**config.mk**
```make
export PLATFORM = sky130hd
export DESIGN_NAME = fb_scanout
export DESIGN_NICKNAME = d
export VERILOG_FILES = /design/src/rtl/fb_pkg.sv /design/src/rtl/fb_line_fifo.sv /design/src/rtl/fb_scanout.sv
export SDC_FILE = /design/constraint.sdc
export NUM_CORES = 1
export LEC_CHECK = 0
export ABC_AREA = 1
export BUFFER_PORTS_ARGS = -buffer_cell sky130_fd_sc_hd__buf_2
export CAP_MARGIN = 20
export CORE_UTILIZATION = 43
export CTS_CLUSTER_DIAMETER = 50
export DETAILED_ROUTE_END_ITERATION = 6
export PLACE_DENSITY_LB_ADDON = 0.05
export SLEW_MARGIN = 10
export SYNTH_ARGS = -nofsm -noshare
export SYNTH_HDL_FRONTEND = slang
export SYNTH_SLANG_ARGS = --single-unit
```
**constraint.sdc**
```tcl
create_clock -name clk -period 4.5 [get_ports clk]
set_input_delay 0.225 -clock clk [delete_from_list [all_inputs] [get_ports clk]]
set_output_delay 0.225 -clock clk [all_outputs]
set_load 0.03 [all_outputs]
```
**src/rtl/fb_pkg.sv**
```systemverilog
// Shared types and pixel helpers for the framebuffer scanout path.
package fb_pkg;

  typedef logic [1:0] buf_idx_t;

  typedef enum logic {
    FMT_RGB565 = 1'b0,
    FMT_GREY8  = 1'b1
  } pix_fmt_e;

  typedef enum logic [1:0] {
    F_IDLE = 2'd0,
    F_REQ  = 2'd1,
    F_WAIT = 2'd2
  } fetch_state_e;

  // Widen 5/6/5 channels to 8 bits by replicating the MSBs into the LSBs.
  function automatic logic [23:0] rgb565_to_888(input logic [15:0] p);
    return {p[15:11], p[15:13], p[10:5], p[10:9], p[4:0], p[4:2]};
  endfunction

endpackage

```
**src/rtl/fb_line_fifo.sv**
```systemverilog
// Line FIFO: 16-bit words, show-ahead head, flush drops all contents.
module fb_line_fifo #(
  parameter int DEPTH = 64
) (
  input  logic                     clk,
  input  logic                     reset,
  input  logic                     push,
  input  logic                     pop,
  input  logic                     flush,
  input  logic [15:0]              wdata,
  output logic [15:0]              rdata,
  output logic                     empty,
  output logic [$clog2(DEPTH):0]   level
);
  localparam int AW = $clog2(DEPTH);

  logic [15:0]   mem [DEPTH];
  logic [AW-1:0] wr_ptr, rd_ptr;
  logic          do_push, do_pop;

  assign empty   = (level == '0);
  assign do_push = push && (level != (AW+1)'(DEPTH));
  assign do_pop  = pop && !empty;
  assign rdata   = mem[rd_ptr];

  // Pointer and occupancy tracking; flush takes priority over push/pop.
  always_ff @(posedge clk) begin
    if (reset || flush) begin
      wr_ptr <= '0;
      rd_ptr <= '0;
      level  <= '0;
    end else begin
      if (do_push) wr_ptr <= wr_ptr + 1'b1;
      if (do_pop)  rd_ptr <= rd_ptr + 1'b1;
      level <= level + (AW+1)'(do_push) - (AW+1)'(do_pop);
    end
  end

  // Storage write; contents need no reset since pointers define validity.
  always_ff @(posedge clk) begin
    if (do_push && !flush && !reset) mem[wr_ptr] <= wdata;
  end

endmodule

```
**src/rtl/fb_scanout.sv**
```systemverilog
// Framebuffer scanout: prefetch into line FIFO, emit RGB888 on external timing,
// vsync-synchronised buffer flips, underflow reporting.
module fb_scanout
  import fb_pkg::*;
#(
  parameter int                WIDTH         = 267,
  parameter int                HEIGHT        = 240,
  parameter int                NUM_BUFFERS   = 2,
  parameter int                ADDR_W        = 22,
  parameter logic [ADDR_W-1:0] BUF_STRIDE    = 22'h20000,
  parameter int                FIFO_DEPTH    = 64,
  parameter logic [23:0]       UNDERFLOW_RGB = 24'hFF00FF
) (
  input  logic              clk,
  input  logic              reset,
  input  logic              pix_ce,
  input  logic              de,
  input  logic              vblank,
  input  logic              fmt_8bpp,
  input  logic              flip_req,
  output logic              flip_busy,
  output logic [1:0]        back_index,
  output logic [1:0]        front_index,
  output logic              mem_rd,
  output logic [ADDR_W-1:0] mem_addr,
  input  logic              mem_busy,
  input  logic              mem_rvalid,
  input  logic [15:0]       mem_rdata,
  output logic [23:0]       rgb,
  output logic              underflow,
  input  logic              underflow_clr
);
  localparam int TOT_565 = WIDTH * HEIGHT;
  localparam int TOT_8   = ((WIDTH + 1) / 2) * HEIGHT;
  localparam int WL_W    = $clog2(TOT_565 + 1);
  localparam int LV_W    = $clog2(FIFO_DEPTH) + 1;
  localparam int COL_W   = $clog2(WIDTH);

  logic         vblank_q, frame_start;
  buf_idx_t     front, back, pending, front_n, back_n, pending_n;
  logic         pend_v, pend_v_n;

  fetch_state_e      state, state_n;
  logic [ADDR_W-1:0] addr;
  logic [WL_W-1:0]   words_left;
  logic              discard;
  pix_fmt_e          fmt;

  logic              push, pop, empty, last_col, byte_hi, uf_now;
  logic [15:0]       rdata;
  logic [7:0]        grey;
  logic [LV_W-1:0]   level;
  logic [COL_W-1:0]  col;

  assign frame_start = vblank && !vblank_q;
  assign flip_busy   = pend_v;
  assign front_index = front;
  assign back_index  = back;
  assign mem_rd      = (state == F_REQ);
  assign mem_addr    = addr;

  fb_line_fifo #(.DEPTH(FIFO_DEPTH)) u_fifo (
    .clk   (clk),
    .reset (reset),
    .push  (push),
    .pop   (pop),
    .flush (frame_start),
    .wdata (mem_rdata),
    .rdata (rdata),
    .empty (empty),
    .level (level)
  );

  // Buffer bookkeeping: apply pending flip at frame start first, then take a new request.
  always_comb begin
    front_n   = front;
    back_n    = back;
    pending_n = pending;
    pend_v_n  = pend_v;
    if (frame_start && pend_v) begin
      front_n  = pending;
      pend_v_n = 1'b0;
      if (NUM_BUFFERS == 2) back_n = front;
    end
    if (flip_req) begin
      if (!pend_v_n) begin
        pending_n = back_n;
        pend_v_n  = 1'b1;
        // Three indices sum to 3, so the free one is what remains.
        if (NUM_BUFFERS == 3) back_n = 2'd3 - front_n - back_n;
      end else if (NUM_BUFFERS == 3) begin
        pending_n = back_n;
        back_n    = pending;
      end
    end
  end

  // Buffer index registers.
  always_ff @(posedge clk) begin
    if (reset) begin
      front   <= 2'd0;
      back    <= 2'd1;
      pending <= 2'd0;
      pend_v  <= 1'b0;
    end else begin
      front   <= front_n;
      back    <= back_n;
      pending <= pending_n;
      pend_v  <= pend_v_n;
    end
  end

  // A response to a read from before the frame start, or arriving on it, is dropped.
  assign push = (state == F_WAIT) && mem_rvalid && !discard && !frame_start;

  // Fetch FSM next state: one outstanding read, only when the FIFO has room.
  always_comb begin
    state_n = state;
    unique case (state)
      F_IDLE: if (words_left != '0 && level < LV_W'(FIFO_DEPTH) && !mem_busy) state_n = F_REQ;
      F_REQ:  state_n = F_WAIT;
      F_WAIT: if (mem_rvalid) state_n = F_IDLE;
      default: state_n = F_IDLE;
    endcase
  end

  // Fetch state, address and word budget; frame start reloads from the new front buffer.
  always_ff @(posedge clk) begin
    if (reset) begin
      state      <= F_IDLE;
      vblank_q   <= 1'b0;
      addr       <= '0;
      words_left <= '0;
      discard    <= 1'b0;
      fmt        <= FMT_RGB565;
    end else begin
      state    <= state_n;
      vblank_q <= vblank;
      if (frame_start) begin
        addr       <= ADDR_W'(front_n) * BUF_STRIDE;
        fmt        <= fmt_8bpp ? FMT_GREY8 : FMT_RGB565;
        words_left <= fmt_8bpp ? WL_W'(TOT_8) : WL_W'(TOT_565);
        discard    <= (state == F_REQ) || (state == F_WAIT && !mem_rvalid);
      end else if (state == F_WAIT && mem_rvalid) begin
        if (discard) begin
          discard <= 1'b0;
        end else begin
          addr       <= addr + 1'b1;
          words_left <= words_left - 1'b1;
        end
      end
    end
  end

  // Grey8 words carry two pixels; the last pixel of an odd-width line also retires its word.
  assign last_col = (col == COL_W'(WIDTH - 1));
  assign uf_now   = pix_ce && de && empty;
  assign pop      = pix_ce && de && !empty && (fmt == FMT_RGB565 || byte_hi || last_col);
  assign grey     = byte_hi ? rdata[15:8] : rdata[7:0];

  // Pixel output register, line column/byte phase and sticky underflow.
  always_ff @(posedge clk) begin
    if (reset) begin
      rgb       <= '0;
      underflow <= 1'b0;
      col       <= '0;
      byte_hi   <= 1'b0;
    end else begin
      underflow <= (underflow && !underflow_clr) || uf_now;
      if (frame_start) begin
        col     <= '0;
        byte_hi <= 1'b0;
      end else if (pix_ce && de) begin
        col     <= last_col ? '0 : col + 1'b1;
        byte_hi <= last_col ? 1'b0 : !byte_hi;
      end
      if (pix_ce) begin
        if (!de)                    rgb <= '0;
        else if (empty)             rgb <= UNDERFLOW_RGB;
        else if (fmt == FMT_RGB565) rgb <= rgb565_to_888(rdata);
        else                        rgb <= {grey, grey, grey};
      end
    end
  end

endmodule

```
* Word level (Yosys, flattened, before mapping)
Memory sizes are Yosys's and may differ from the RTL's. A register that Yosys moved wholly into a read port is not among the register bits. Index checks and enable logic that the tools add are counted.
Word-level totals: word-level logic and storage cells 104, memories kept 1, memory bits (writable) 1024, flip-flop bits (word level) 104, output and inout bits 53
Memories:
- u_fifo.mem | words 64, bits a word 16, rd ports 1, clocked after Yosys merged registers in 1, write ports 1, RTL line fb_line_fifo.sv:17 | logic [15:0] mem [DEPTH];
Operators by class: add/sub/neg operators 7, equal/unequal tests 7, reductions and logical operators 40, $lt $le $gt $ge 1, bitwise gates (word level) 3, multiplexer cells 27
Operators with widths (number):
- two-way mux 24 bit | 3
- two-way mux 16 bit | 4
- two-way mux 19 bit | 3
- adder 22 x 1 -> 22 bit (second input constant) | 1
- logical AND 1 bit | 17
- nonzero test 16 bit | 1
- subtractor 16 x 1 -> 16 bit (second input constant) | 1
- adder 6 x 1 -> 6 bit (second input constant) | 2
- two-way mux 6 bit | 2
- adder 9 x 1 -> 9 bit (second input constant) | 1
- == test 9 bit (second input constant) | 1
- zero test 1 bit | 9
- two-way mux 9 bit | 1
- two-way mux 1 bit | 8
- two-way mux 2 bit | 4
- two-way mux 8 bit | 1
- AND reduction 2 bit | 4
- adder 7 x 1 -> 7 bit | 1
- zero test 7 bit | 1
- < comparator 7 bit (second input constant) | 1
- != test 7 bit (second input constant) | 1
- subtractor 7 x 1 -> 7 bit | 1
- != test 2 bit (second input constant) | 3
- one-hot mux 2 bit (3 select lines) | 1
- 7 further kinds | 13

* Longest topological paths before layout
depth in word-level cells 9, mapped depth 18, depth with buffers taken out 18

* Modules after synthesis
A second synthesis with hierarchy kept.
Second synthesis, totals: cell total of the unflattened synthesis 4290, area, all modules 47095.2 sq um
Modules (own cells, without submodules):
- fb_line_fifo | cells each 3648, times used 1, area an instance 42863.6 sq um, sequential area each 31250.0 sq um
- fb_scanout | cells each 642, times used 1, area an instance 4231.6 sq um, sequential area each 1701.6 sq um

* Worst setup path after synthesis
OpenSTA, ideal clock, no wires.
path type register to register, start point register state[1], end point memory u_fifo.mem[30][0] (enable), setup slack 1.119 ns, arrival time 2.951 ns, stages on the path, launching flop included 11, path buffers 0, cells stage by stage dfxtp_1 > inv_2 > nor3_2 > inv_2 > nor2_8 > inv_2 > nor2_4 > o31ai_4 > nor2_4 > inv_1 > nor4_1
Between the ends: longest elaborated chain between the ends 9
Ends and longest elaborated chain:
- start, declared | RTL line fb_scanout.sv:43 | fetch_state_e state, state_n;
- start signal, assigned | RTL line fb_scanout.sv:137 | state <= state_n;
- == test 2 bit | RTL line fb_scanout.sv:114 | assign push = (state == F_WAIT) && mem_rvalid && !discard && !frame_start;
- logical AND 1 bit (3 in a row) | RTL line fb_scanout.sv:114
- logical AND 1 bit | RTL line fb_line_fifo.sv:22 | assign do_push = push && (level != (AW+1)'(DEPTH));
- logical AND 1 bit (2 in a row) | RTL line fb_line_fifo.sv:41 | if (do_push && !flush && !reset) mem[wr_ptr] <= wdata;
- two-way mux 1 bit | RTL line fb_line_fifo.sv:41
- two-way mux 1 bit (implied by the code) | RTL line fb_line_fifo.sv:41
- end, declared | RTL line fb_line_fifo.sv:17
No other way between the ends.

* Final worst setup path
start point register state[1], end point memory u_fifo.mem[44][3] (enable)
The elaborated chain is that of the path after synthesis.

==> metrics.csv <==
stage,metric,value,unit
synthesis,netlist.area_leader.share,65.2,%
synthesis,ys_top_cells_by_area,"edfxtp_1, nand2_1, nand3_1",
sta,drv_slew,0,
grt,grt-busiest-layer,met2,
grt,use_met2,38.4,%
pwr,pwr-share-comb,10.1,%
clock_network,clkLatencyLatePin,0.75,ns
synthesis,synth_commonest_cells,"nand2_1, edfxtp_1, nand3_1",
pwr,pwr_density_cell,466,nW/µm²
synthesis,yosys_warnings,0,
worst_hold_path,hp-class,primary input to flop,
placement,gp_congestion,0.842,
route,first_pass_iters,6,
grt,grt_pass1_wl,198000,µm
route,num_vias,31000,
synthesis,synth.avg_cell_area,11.3,µm²
sta,hold_viol,0,
route,ant_nets,0,
clock_network,cts_buffer_depth,3,
setup_path,critPathArrivalTime,3.57,ns
setup_path,r2r-end,u_fifo.mem[44][3],
route,vias_per_cell,5.33,
setup_path,start_kind,flop,
sta,finClkSkew,0.0366,ns
grt,use_met1,34.3,%
floorplanning,io_pins,79,
sta,post-route-min-period,3.22,ns
sta,maxSlewHeadroom,26.9,%
grt,grt_usage,24.1,%
floorplanning,rows,121,
synthesis,synth-seq-cells,1134,
setup_path,cp-end-kind,flop,
sta,setup_ws,1.28,ns
layout,fill_cells,9883,
clock_network,cts_root_buf,clkbuf_16,
synthesis,syn_inst,4189,
grt,grt_overflow,0,
placement,portBuffers,78,
placement,dp_hpwl,75700,µm
synthesis,synth-seq-area-share,69.9,%
placement,place_inst,5561,
pwr,p_leak,19.2,nW
setup_path,r2r_start,state[1],
grt,grt_max_degree,202,
synthesis,synth_nets,4231,
grt,met3_usage,3.17,%
synthesis,yosysTopAreaCell,edfxtp_1,
clock_network,cts_tree,yes,
synthesis,synthArstFlopShare,0,%
clock_network,post-cts-setup-buffers,0,
setup_path,r2r_cells,10,
sta,rsz0062_at_grt,false,
synthesis,netlist_area,47200,µm²
sta,fin_tns_setup,0,ns
setup_path,crit_type,flop to flop,
clock_network,hold_buffers,8,
sta,setup-violations-final,0,
pwr,p_seq_share,46.9,%
floorplanning,start_util,43.3,%
layout,area_growth,12.9,%
floorplanning,dieHeight,333,µm
clock_network,clkTransAtPathRegs,0.05,ns
clock_network,htreeDepth,4,
sta,finalCritPeriodShare,71.5,%
setup_path,crit_fanout,16,
clock_network,clock_sinks,1134,
route,finalWirelength,134000,µm
synthesis,synth_edf_count,1024,
run_status,outcome,finished clean,
layout,stdcell_count,5815,
sta,timing.hold.ws,0.0551,ns
synthesis,yosys_most_used_dff,edfxtp_1,
run,maxCapViolCount,0,
setup_path,critPathRequiredTime,4.86,ns
pwr,ir_worst_vdd,0.360,mV
floorplanning,coreArea,109000,µm²
setup_path,startpoint,state[1],
pwr,power.switching,6.25,mW
setup_path,setup.worst_path.end,u_fifo.mem[44][3],
pwr,sw_frac_of_total,25.2,%
synthesis,ys_types,53,
sta,tightest_slew,1.10,ns
layout,drive_gt1_share,10.4,%
clock_network,cts_resized,0,
layout,nets,4336,
pwr,intPower,18.6,mW
setup_path,ff2ff_setup_slack,1.28,ns
route,drc,0,
grt,grt_pass1_vias,29400,
synthesis,yosysMostFrequentCell,nand2_1,
grt,antenna_found_initial,4,
clock_network,cts_inserted_buffers,137,
floorplanning,fp.dieW,333,µm
pwr,power.total,24.8,mW
sta,fmax,0.311,GHz
pwr,p_clk_share,43.0,%
route,wl_per_cell,23.1,µm
route,dr.first_iter.drc_count,2644,
floorplanning,die-area,111000,µm²
placement,post-place-ws,1.21,ns
-- registers in the layout, summed over array words and instances, names as in the netlist, 6 cells and up, named ones only --
signal,cells
u_fifo.rd_ptr,6
rgb,24
u_fifo.mem,1024
u_fifo.wr_ptr,6
col,9
u_fifo.level,7
words_left,16
mem_addr,22
-- power groups by stage --
stage               clock [mW]  sequential, mW  combinational, mW
global placement             0            11.8               2.52
global route              11.3            11.6               2.78
CTS                       10.9            11.6               2.53
finish                    10.7            11.6               2.51
detailed placement           0            11.8               2.52
floorplan                    0            11.9               1.67
-- cell families (layout without fill, tap and decap cells) --
| family | count (synthesis) | in the layout | synth area share, % |
|---|---|---|---|
| buffers and inverters | 349 | 560 | 4.57 |
| and+or+nand+nor | 2510 | 2510 | 23.0 |
| DFF | 1134 | 1134 | 69.9 |
| other | 0 | 1 | 0 |
| xor gates and xnor gates | 9 | 9 | 0.167 |
| adders and majority gates | 16 | 16 | 0.440 |
| AOI/OAI and AO/OA | 171 | 171 | 1.99 |
-- worst min-delay path by stage --
stage / startpoint / slack (ns) / to / cells past startpoint
after floorplan: reset / 0.31 / state[1] / 1
after CTS: de / 0.004 / byte_hi / 4
after detailed placement: vblank / 0.45 / vblank_q / 3
after global placement: vblank / 0.44 / vblank_q / 3
after global routing: de / 0.08 / byte_hi / 4
final: de / 0.06 / byte_hi / 4
-- critical path, cell delays in order, from the launching register on --
cell and delay, ns:
dfxtp_1 0.36, inv_2 0.06, nor3_2 0.16, inv_2 0.08, nor2_8 0.16, inv_2 0.15
nor2_4 0.20, o31ai_4 0.20, nor2_4 0.25, nand4_4 0.29, nor2_2 0.91
-- area by class of cell --
class | count | area [µm²] | share of cell area, %
Multi-Input combinational cell | 2706 | 12200 | 22.9
Antenna cell | 1 | 2.50 | 0.00470
Timing Repair Buffer | 205 | 1530 | 2.87
Sequential cell | 1134 | 33000 | 61.9
Clock inverter | 68 | 577 | 1.08
Inverter | 110 | 452 | 0.848
Clock buffer | 177 | 3780 | 7.10
Tap cell | 1414 | 1770 | 3.32
-- per-stage QoR --
| step | area, µm² | utilization (%) |
|---|---|---|
| after floorplan | 47200 | - |
| after global placement | 48800 | 44.8 |
| after detailed placement | 48800 | 44.8 |
| after CTS | 53200 | 48.9 |
| after global routing | 53200 | 48.9 |
| final | 53200 | 48.9 |
-- routing by layer --
layer	routed length [µm]	part of all wire, %	up-vias
li1	-	-	14800
met1	62000	46	15300
met2	62800	47	701
met3	6140	4.6	159
met4	3170	2.4	2
met5	13	0.0097	-
-- cell usage in the layout, fill, tap and decap left out, types with 11 or more instances in the layout --
cell type,count
a21oi_1,85
buf_12,13
buf_2,78
buf_4,106
clkbuf_1,29
clkbuf_16,146
clkinv_1,31
clkinv_2,12
dfxtp_1,106
edfxtp_1,1024
ha_1,15
inv_1,98
nand2_1,1431
nand3_1,884
nand4_1,11
nor2_1,94
nor2_2,15
nor3_1,22
nor3_2,17
o21ai_0,35
o21ai_1,26
(Power assumes the default switching activity.)
